### config.mk
export PLATFORM = sky130hd
export DESIGN_NAME = key_debounce_multi
export DESIGN_NICKNAME = d
export VERILOG_FILES = /design/src/rtl/key_debounce_pkg.sv /design/src/rtl/key_debounce_ch.sv /design/src/rtl/key_debounce_multi.sv
export SDC_FILE = /design/constraint.sdc
export NUM_CORES = 1
export LEC_CHECK = 0
export ABC_AREA = 1
export CORE_MARGIN = 8
export CORE_UTILIZATION = 38
export DETAILED_ROUTE_END_ITERATION = 10
export PLACE_DENSITY_LB_ADDON = 0.05
export SYNTH_ARGS = -nofsm -noshare
export SYNTH_HDL_FRONTEND = slang
export SYNTH_SLANG_ARGS = --single-unit
### constraint.sdc
create_clock -name clk -period 4.5 [get_ports clk]
set_input_delay 1.125 -clock clk [delete_from_list [all_inputs] [get_ports clk]]
set_output_delay 1.125 -clock clk [all_outputs]
set_load 0.05 [all_outputs]
### src/rtl/key_debounce_pkg.sv
// Shared types and defaults for the multi-channel key debouncer.
package key_debounce_pkg;

  localparam int DEF_CH           = 4;
  localparam int DEF_DEBOUNCE_CYC = 5;
  localparam int DEF_LONG_CYC     = 50;
  localparam int DEF_CNT_W        = 4;

  // Per-channel debounce/press FSM.
  typedef enum logic [2:0] {
    ST_IDLE         = 3'd0,  // stable released
    ST_PRESS_WAIT   = 3'd1,  // low seen, qualifying the press
    ST_PRESSED      = 3'd2,  // accepted press, hold timer running
    ST_LONG_HELD    = 3'd3,  // long press already reported
    ST_RELEASE_WAIT = 3'd4   // high seen, qualifying the release
  } kd_state_t;

  // Bits needed to hold values 0..max_val (at least one bit).
  function automatic int cnt_w(input int max_val);
    return (max_val < 1) ? 1 : $clog2(max_val + 1);
  endfunction

endpackage

### src/rtl/key_debounce_ch.sv
// One key channel: 2-FF synchroniser, debounce/long-press FSM and a
// wrapping press counter. All outputs come straight from flops.
module key_debounce_ch
  import key_debounce_pkg::*;
#(
  parameter int DEBOUNCE_CYC = DEF_DEBOUNCE_CYC,
  parameter int LONG_CYC     = DEF_LONG_CYC,
  parameter int CNT_W        = DEF_CNT_W
) (
  input  logic             clk,
  input  logic             rst,
  input  logic             key_in,
  input  logic             cnt_clr,
  output logic             key_state,
  output logic             press_pulse,
  output logic             release_pulse,
  output logic             long_pulse,
  output logic [CNT_W-1:0] press_cnt
);

  localparam int DB_W   = cnt_w(DEBOUNCE_CYC);
  localparam int HOLD_W = cnt_w(LONG_CYC);

  localparam logic [DB_W-1:0]   DB_LAST  = DB_W'(DEBOUNCE_CYC);
  localparam logic [HOLD_W-1:0] HOLD_MAX = HOLD_W'(LONG_CYC);

  logic              sync_q1;
  logic              sync_q2;
  logic              s;

  kd_state_t         state;
  kd_state_t         state_nxt;
  logic [DB_W-1:0]   db_cnt;
  logic [DB_W-1:0]   db_cnt_nxt;
  logic [DB_W-1:0]   db_inc;
  logic [HOLD_W-1:0] hold_cnt;
  logic [HOLD_W-1:0] hold_cnt_nxt;
  logic [HOLD_W-1:0] hold_inc;
  logic              from_long;
  logic              from_long_nxt;
  logic              press_nxt;
  logic              release_nxt;
  logic              long_nxt;

  assign s        = sync_q2;
  assign db_inc   = db_cnt + DB_W'(1);
  // Hold timer saturates so a very long hold never wraps into a second long_pulse.
  assign hold_inc = (hold_cnt == HOLD_MAX) ? hold_cnt : hold_cnt + HOLD_W'(1);

  // Two-flop synchroniser for the asynchronous, active-low key pin.
  // NOTE: both flops reset to 1 (released) so reset release never looks like a
  // falling edge; a key already held low is then seen as a fresh press.
  always_ff @(posedge clk or posedge rst) begin
    if (rst) begin
      sync_q1 <= 1'b1;
      sync_q2 <= 1'b1;
    end else begin
      // NOTE: non-blocking assignments make sync_q2 take the old sync_q1,
      // giving two real flop stages rather than one.
      sync_q1 <= key_in;
      sync_q2 <= sync_q1;
    end
  end

  // Next-state and pulse decode for the debounce / long-press FSM.
  always_comb begin
    // NOTE: every output of this block gets a default first, so no path
    // leaves one unassigned and no latch is inferred.
    state_nxt     = state;
    db_cnt_nxt    = db_cnt;
    hold_cnt_nxt  = hold_cnt;
    from_long_nxt = from_long;
    press_nxt     = 1'b0;
    release_nxt   = 1'b0;
    long_nxt      = 1'b0;

    case (state)
      ST_IDLE: begin
        if (!s) begin
          state_nxt  = ST_PRESS_WAIT;
          db_cnt_nxt = DB_W'(1);
        end
      end

      ST_PRESS_WAIT: begin
        if (s) begin
          state_nxt = ST_IDLE;
        end else if (db_inc == DB_LAST) begin
          state_nxt    = ST_PRESSED;
          press_nxt    = 1'b1;
          hold_cnt_nxt = '0;
        end else begin
          db_cnt_nxt = db_inc;
        end
      end

      ST_PRESSED: begin
        hold_cnt_nxt = hold_inc;
        if (s) begin
          state_nxt     = ST_RELEASE_WAIT;
          db_cnt_nxt    = DB_W'(1);
          from_long_nxt = 1'b0;
        end else if (hold_inc == HOLD_MAX) begin
          state_nxt = ST_LONG_HELD;
          long_nxt  = 1'b1;
        end
      end

      ST_LONG_HELD: begin
        if (s) begin
          state_nxt     = ST_RELEASE_WAIT;
          db_cnt_nxt    = DB_W'(1);
          from_long_nxt = 1'b1;
        end
      end

      ST_RELEASE_WAIT: begin
        // Hold timer keeps running so a release glitch does not restart it.
        hold_cnt_nxt = hold_inc;
        if (!s) begin
          state_nxt = from_long ? ST_LONG_HELD : ST_PRESSED;
        end else if (db_inc == DB_LAST) begin
          state_nxt   = ST_IDLE;
          release_nxt = 1'b1;
        end else begin
          db_cnt_nxt = db_inc;
        end
      end

      default: begin
        state_nxt = ST_IDLE;
      end
    endcase
  end

  // FSM state, counters and registered event outputs.
  always_ff @(posedge clk or posedge rst) begin
    if (rst) begin
      state         <= ST_IDLE;
      db_cnt        <= '0;
      hold_cnt      <= '0;
      from_long     <= 1'b0;
      key_state     <= 1'b0;
      press_pulse   <= 1'b0;
      release_pulse <= 1'b0;
      long_pulse    <= 1'b0;
    end else begin
      state         <= state_nxt;
      db_cnt        <= db_cnt_nxt;
      hold_cnt      <= hold_cnt_nxt;
      from_long     <= from_long_nxt;
      key_state     <= (state_nxt == ST_PRESSED) || (state_nxt == ST_LONG_HELD) ||
                       (state_nxt == ST_RELEASE_WAIT);
      press_pulse   <= press_nxt;
      release_pulse <= release_nxt;
      long_pulse    <= long_nxt;
    end
  end

  // Wrapping press counter; a clear coinciding with a press pulse leaves 1.
  always_ff @(posedge clk or posedge rst) begin
    if (rst) begin
      press_cnt <= '0;
    end else if (cnt_clr) begin
      press_cnt <= CNT_W'(press_pulse);
    end else if (press_pulse) begin
      press_cnt <= press_cnt + CNT_W'(1);
    end
  end

endmodule

### src/rtl/key_debounce_multi.sv
// CH independent key debouncers; this level only fans the packed vectors
// out to the per-channel instances and gathers their results back.
module key_debounce_multi
  import key_debounce_pkg::*;
#(
  parameter int CH           = DEF_CH,
  parameter int DEBOUNCE_CYC = DEF_DEBOUNCE_CYC,
  parameter int LONG_CYC     = DEF_LONG_CYC,
  parameter int CNT_W        = DEF_CNT_W
) (
  input  logic                clk,
  input  logic                rst,
  input  logic [CH-1:0]       key_in,
  input  logic [CH-1:0]       cnt_clr,
  output logic [CH-1:0]       key_state,
  output logic [CH-1:0]       press_pulse,
  output logic [CH-1:0]       release_pulse,
  output logic [CH-1:0]       long_pulse,
  output logic [CH*CNT_W-1:0] press_cnt
);

  for (genvar i = 0; i < CH; i++) begin : g_ch
    key_debounce_ch #(
      .DEBOUNCE_CYC (DEBOUNCE_CYC),
      .LONG_CYC     (LONG_CYC),
      .CNT_W        (CNT_W)
    ) u_ch (
      .clk           (clk),
      .rst           (rst),
      .key_in        (key_in[i]),
      .cnt_clr       (cnt_clr[i]),
      .key_state     (key_state[i]),
      .press_pulse   (press_pulse[i]),
      .release_pulse (release_pulse[i]),
      .long_pulse    (long_pulse[i]),
      .press_cnt     (press_cnt[i*CNT_W +: CNT_W])
    );
  end

endmodule

==> impl_summary.md <==
Hold path
The number of cells on the worst hold path is 0. The worst hold path terminates at g_ch[1].u_ch.s. The worst hold path begins at g_ch[1].u_ch.sync_q1. The path type of the worst min-delay path is reg2reg.

GRT
The most used routing layer is met2. For this run the aggregate overflow at the end of global routing stands at 0. The total routing resource utilization after global routing is 0.1246.

For this run, global-route usage on met2 was measured as 0.1944. The number of antenna violations at the first check in global routing is 0. The via count of the first global-routing pass is 3706. Entering global routing, the biggest net connects 48 pins. For this run, global-route usage on met3 was measured as 0.02774. The first global-routing pass estimated 16990 um of wire. The routing usage on met1 is 0.1635.

Detailed routing
The initial DRC count is 158. Before antenna repair, the detailed router went through 4 iterations. For this run, design rule violations remaining after detail routing come to 0. The average vias per placed instance is 4.678. The final wirelength is 9769 um. Across all layers, the routed design uses 3953 vias. The per-cell routed wire length is 11.56 um. The final antenna-violating net count is 0.

Power and ir drop
The net load switching power is 0.001050 W. The combinational group share of total power is 0.325. Internal power comes to 0.001748 W. The relative contribution of sequential cells to total power is 0.408.

Of the total power, the share spent switching nets is 0.3754. The worst voltage drop across the vdd grid is 0.1976 mV. The share of total power dissipated in the clock network is 0.267.

In this run the static leakage power is 2.873 nW. For this design the ratio of total power to cell area is 485.0 nW/um2.

STA
Setup repair after global routing left no endpoint under its margin. For this run, the top clock speed supported by timing is 366.3 MHz. Between clock sinks in the finished design, the worst skew comes to 0.009597 ns.

The minimum period implied by the final worst setup slack is 2.730 ns. Hold is met by 0.3554 ns. Setup violations remaining at the end of the flow were counted as 0.

In the finished design, the share of the clock period the worst path needs comes to 0.6067. The count of final hold-check violations is 0. The count of pins over their slew limit is 0. In the final timing run, aggregate negative setup slack is 0 ns.

The remaining max-slew budget at the tightest pin is 0.5961. For the pin with the worst max-slew slack, the measured transition is 0.6058 ns.

Worst setup path
The startpoint of the most critical register-to-register path is g_ch[1].u_ch.hold_cnt[0]. The master of the slowest instance on the critical path is sky130_fd_sc_hd__clkdlybuf4s50_1. The classification of the worst setup path is reg2out. The setup slack of the worst register-to-register path is 2.81 ns. The largest single stage delay on the critical path is 0.84 ns. The data arrival time of the worst path is 1.60 ns.

The kind of cell with the highest combined delay along the critical path is buffers and inverters. In this run the worst path has a maximum fanout of 5. The endpoint identified for the worst register-to-register timing path is g_ch[1].u_ch.state[0]. The required time at the worst-slack endpoint is 3.38 ns. STA classifies the critical path endpoint as an output port. The buffering stage count on the worst path with inverters included is 1. The signal on the critical path passes through clkdlybuf4s50_1. The element type at the critical path start is a flip-flop.

The number of cells on the worst reg-to-reg path is 8.

Clocking
The buffer depth of the longest clock path is 2. The hold-fix buffer count after cts is 0. The clock drives 92 sinks. The post-cts gate resize count is 0. The TritonCTS clock tree is yes.

For the worst-skew pair, the clock arrives at the later sink with an insertion delay of 0.34 ns. The clock input transition at the sequential cells of the worst setup and hold paths is 0.06 ns. The cell at the root of the clock tree is sky130_fd_sc_hd__clkbuf_16. Counting the buffers created by CTS gives 9. The depth of the CTS H-tree is 3.

The number of setup buffers added after CTS is 0.

Floorplanning
For this configuration, the core starts out at a cell density of 0.3921. The die footprint is 16990 um2. 42 I/O pins were placed. The standard-cell row count is 41. The placeable core region is 12670 um2.

Measured along the x axis, the die boundary spans 130.3 um. The vertical die dimension is 130.3 um.

Final layout
For this run, the post-layout net count is 698. 0 antenna diodes ended up in the layout. The multi-input combinational cells in the finished layout cover a total of 2141 um2. The relative area change from synthesis to final layout is 16.09%. The fraction of final layout cells with drive strength greater than 1 is 0.08024. The total area of sequential cells is 2312 um2. The filler cell count is 1239.

Yosys
The cell area that synthesis handed to floorplanning was 4969 um2. Of the synthesized area, sequential elements account for 0.4654. Synthesis handed over a netlist of 632 instances. In the synthesized netlist the async set-or-reset flop fraction comes to 1.000. The most used flip-flop cell after synthesis is sky130_fd_sc_hd__dfrtp_1. The mean cell area of the mapped netlist is 7.862 um2. Counting every net in the synthesized netlist gives 662. The synthesized design contains 0 enable-type register cells.

The count of state elements after synthesis is 92. The number of warnings issued by yosys is 0. The synthesized netlist contains 34 unique library cells.

Placement
The count of buffers from port buffering is 41. The total half-perimeter wirelength after legalization and detailed placement is 7298 um. The final weighted congestion of routability-driven global placement is 0.8149.

Job
Across the run, the number of max-cap violations was 0.

Run status
The flow ran to the end, and the final reports show no timing, DRC or antenna violations.
## cell usage after synthesis, types with 2 or more instances
library cell / number / area share
sky130_fd_sc_hd__a21oi_1: 9 / 0.0091
sky130_fd_sc_hd__a21oi_2: 2 / 0.0035
sky130_fd_sc_hd__buf_4: 17 / 0.026
sky130_fd_sc_hd__dfrtp_1: 84 / 0.42
sky130_fd_sc_hd__dfstp_2: 8 / 0.042
sky130_fd_sc_hd__ha_1: 20 / 0.050
sky130_fd_sc_hd__inv_1: 91 / 0.069
sky130_fd_sc_hd__inv_2: 10 / 0.0076
sky130_fd_sc_hd__nand2_1: 150 / 0.11
sky130_fd_sc_hd__nand2_2: 8 / 0.010
sky130_fd_sc_hd__nand3_1: 62 / 0.062
sky130_fd_sc_hd__nand3_2: 2 / 0.0040
sky130_fd_sc_hd__nand4_1: 9 / 0.011
sky130_fd_sc_hd__nor2_1: 66 / 0.050
sky130_fd_sc_hd__nor2_2: 3 / 0.0038
sky130_fd_sc_hd__nor3_1: 7 / 0.0071
sky130_fd_sc_hd__nor4_1: 4 / 0.0050
sky130_fd_sc_hd__o21ai_0: 37 / 0.037
sky130_fd_sc_hd__o21ai_1: 14 / 0.014
sky130_fd_sc_hd__o22ai_1: 3 / 0.0038
sky130_fd_sc_hd__xnor2_1: 4 / 0.0071
sky130_fd_sc_hd__xor2_1: 10 / 0.018
## power by group through the flow
stage / clock network (W) / registers (W) / logic, W
floorplan: 0 / 0.00113 / 0.000736
global placement: 0 / 0.00115 / 0.000905
detailed placement: 0 / 0.00115 / 0.000916
CTS: 0.000775 / 0.00114 / 0.000921
global route: 0.000806 / 0.00117 / 0.00106
finish: 0.000746 / 0.00114 / 0.000910
## per-stage QoR
stage	cells	setup slack [ns]	cell area [um2]	utilization	power, W
floorplan	632	0.9963	4969	-	0.001870
global placement	829	2.013	5479	0.4324	0.002059
detailed placement	829	1.989	5479	0.4324	0.002071
CTS	845	1.722	5768	0.4552	0.002837
global route	845	1.706	5768	0.4552	0.003037
finish	845	1.770	5768	0.4552	0.002798
## kinds of logic after synthesis
| kind of cell | share of synthesized area |
|---|---|
| and+or+nand+nor | 0.2800 |
| buffers and inverters | 0.1038 |
| DFF | 0.4654 |
| AOI/OAI and AO/OA | 0.07580 |
| adders and majority gates | 0.05037 |
| xor gates and xnor gates | 0.02468 |
## cell usage in the layout, fill, tap and decap left out, drive strengths merged, types with 3 or more instances in the layout
cell type | Yosys | layout
clkdlybuf4s50 | 0 | 41
nor2 | 70 | 70
nor4 | 4 | 4
nand4 | 9 | 9
nor3 | 8 | 8
dfstp | 8 | 8
nand2 | 158 | 158
clkbuf | 0 | 14
a21oi | 12 | 12
o22ai | 3 | 3
inv | 101 | 101
o21ai | 52 | 52
xnor2 | 4 | 4
dfrtp | 84 | 84
xor2 | 10 | 10
ha | 20 | 20
nand3 | 65 | 65
## worst reg2reg max path, cell delays in order, from the launching register on
cell                      delay [ns]
sky130_fd_sc_hd__dfrtp_1        0.47
sky130_fd_sc_hd__inv_1          0.10
sky130_fd_sc_hd__ha_1           0.31
sky130_fd_sc_hd__or2_2          0.27
sky130_fd_sc_hd__nor2_1         0.11
sky130_fd_sc_hd__nand2_1        0.06
sky130_fd_sc_hd__nor2_1         0.08
sky130_fd_sc_hd__nand3_1        0.12
sky130_fd_sc_hd__nand2_1        0.10
## metal layers
metal | vias up | share of wire
met5 | - | 0
met4 | 0 | 0.017
met3 | 11 | 0.049
met2 | 59 | 0.44
met1 | 1812 | 0.49
li1 | 2071 | -
## state kept, by name, indices dropped and copies added (netlist names)
signal                   cells
g_ch.u_ch.db_cnt            12
g_ch.u_ch.release_pulse      4
g_ch.u_ch.sync_q1            4
g_ch.u_ch.key_state          4
g_ch.u_ch.state             12
g_ch.u_ch.hold_cnt          24
g_ch.u_ch.press_pulse        4
g_ch.u_ch.long_pulse         4
g_ch.u_ch.from_long          4
g_ch.u_ch.s                  4
g_ch.u_ch.press_cnt         16
## worst max path at each step
stage | from | end | cells after the start | slack [ns]
after floorplan | rst | g_ch[0].u_ch.db_cnt[0] | 1 | 1.0
after global placement | rst | g_ch[2].u_ch.sync_q1 | 3 | 2.01
after detailed placement | rst | g_ch[2].u_ch.sync_q1 | 3 | 1.99
after CTS | g_ch[1].u_ch.press_cnt[2] | press_cnt[6] | 1 | 1.72
after global routing | g_ch[1].u_ch.press_pulse | press_pulse[1] | 1 | 1.71
final | g_ch[1].u_ch.press_pulse | press_pulse[1] | 1 | 1.77
## final cells by class
| cell class | count | area share |
|---|---|---|
| clock buffer | 14 | 0.04403 |
| clock inverter | 2 | 0.006074 |
| inverter | 102 | 0.06681 |
| multi-input combinational | 420 | 0.3711 |
| sequential | 92 | 0.4009 |
| tap | 172 | 0.03731 |
| timing repair buffer | 43 | 0.07375 |
Power figures use the tool's default switching activity.
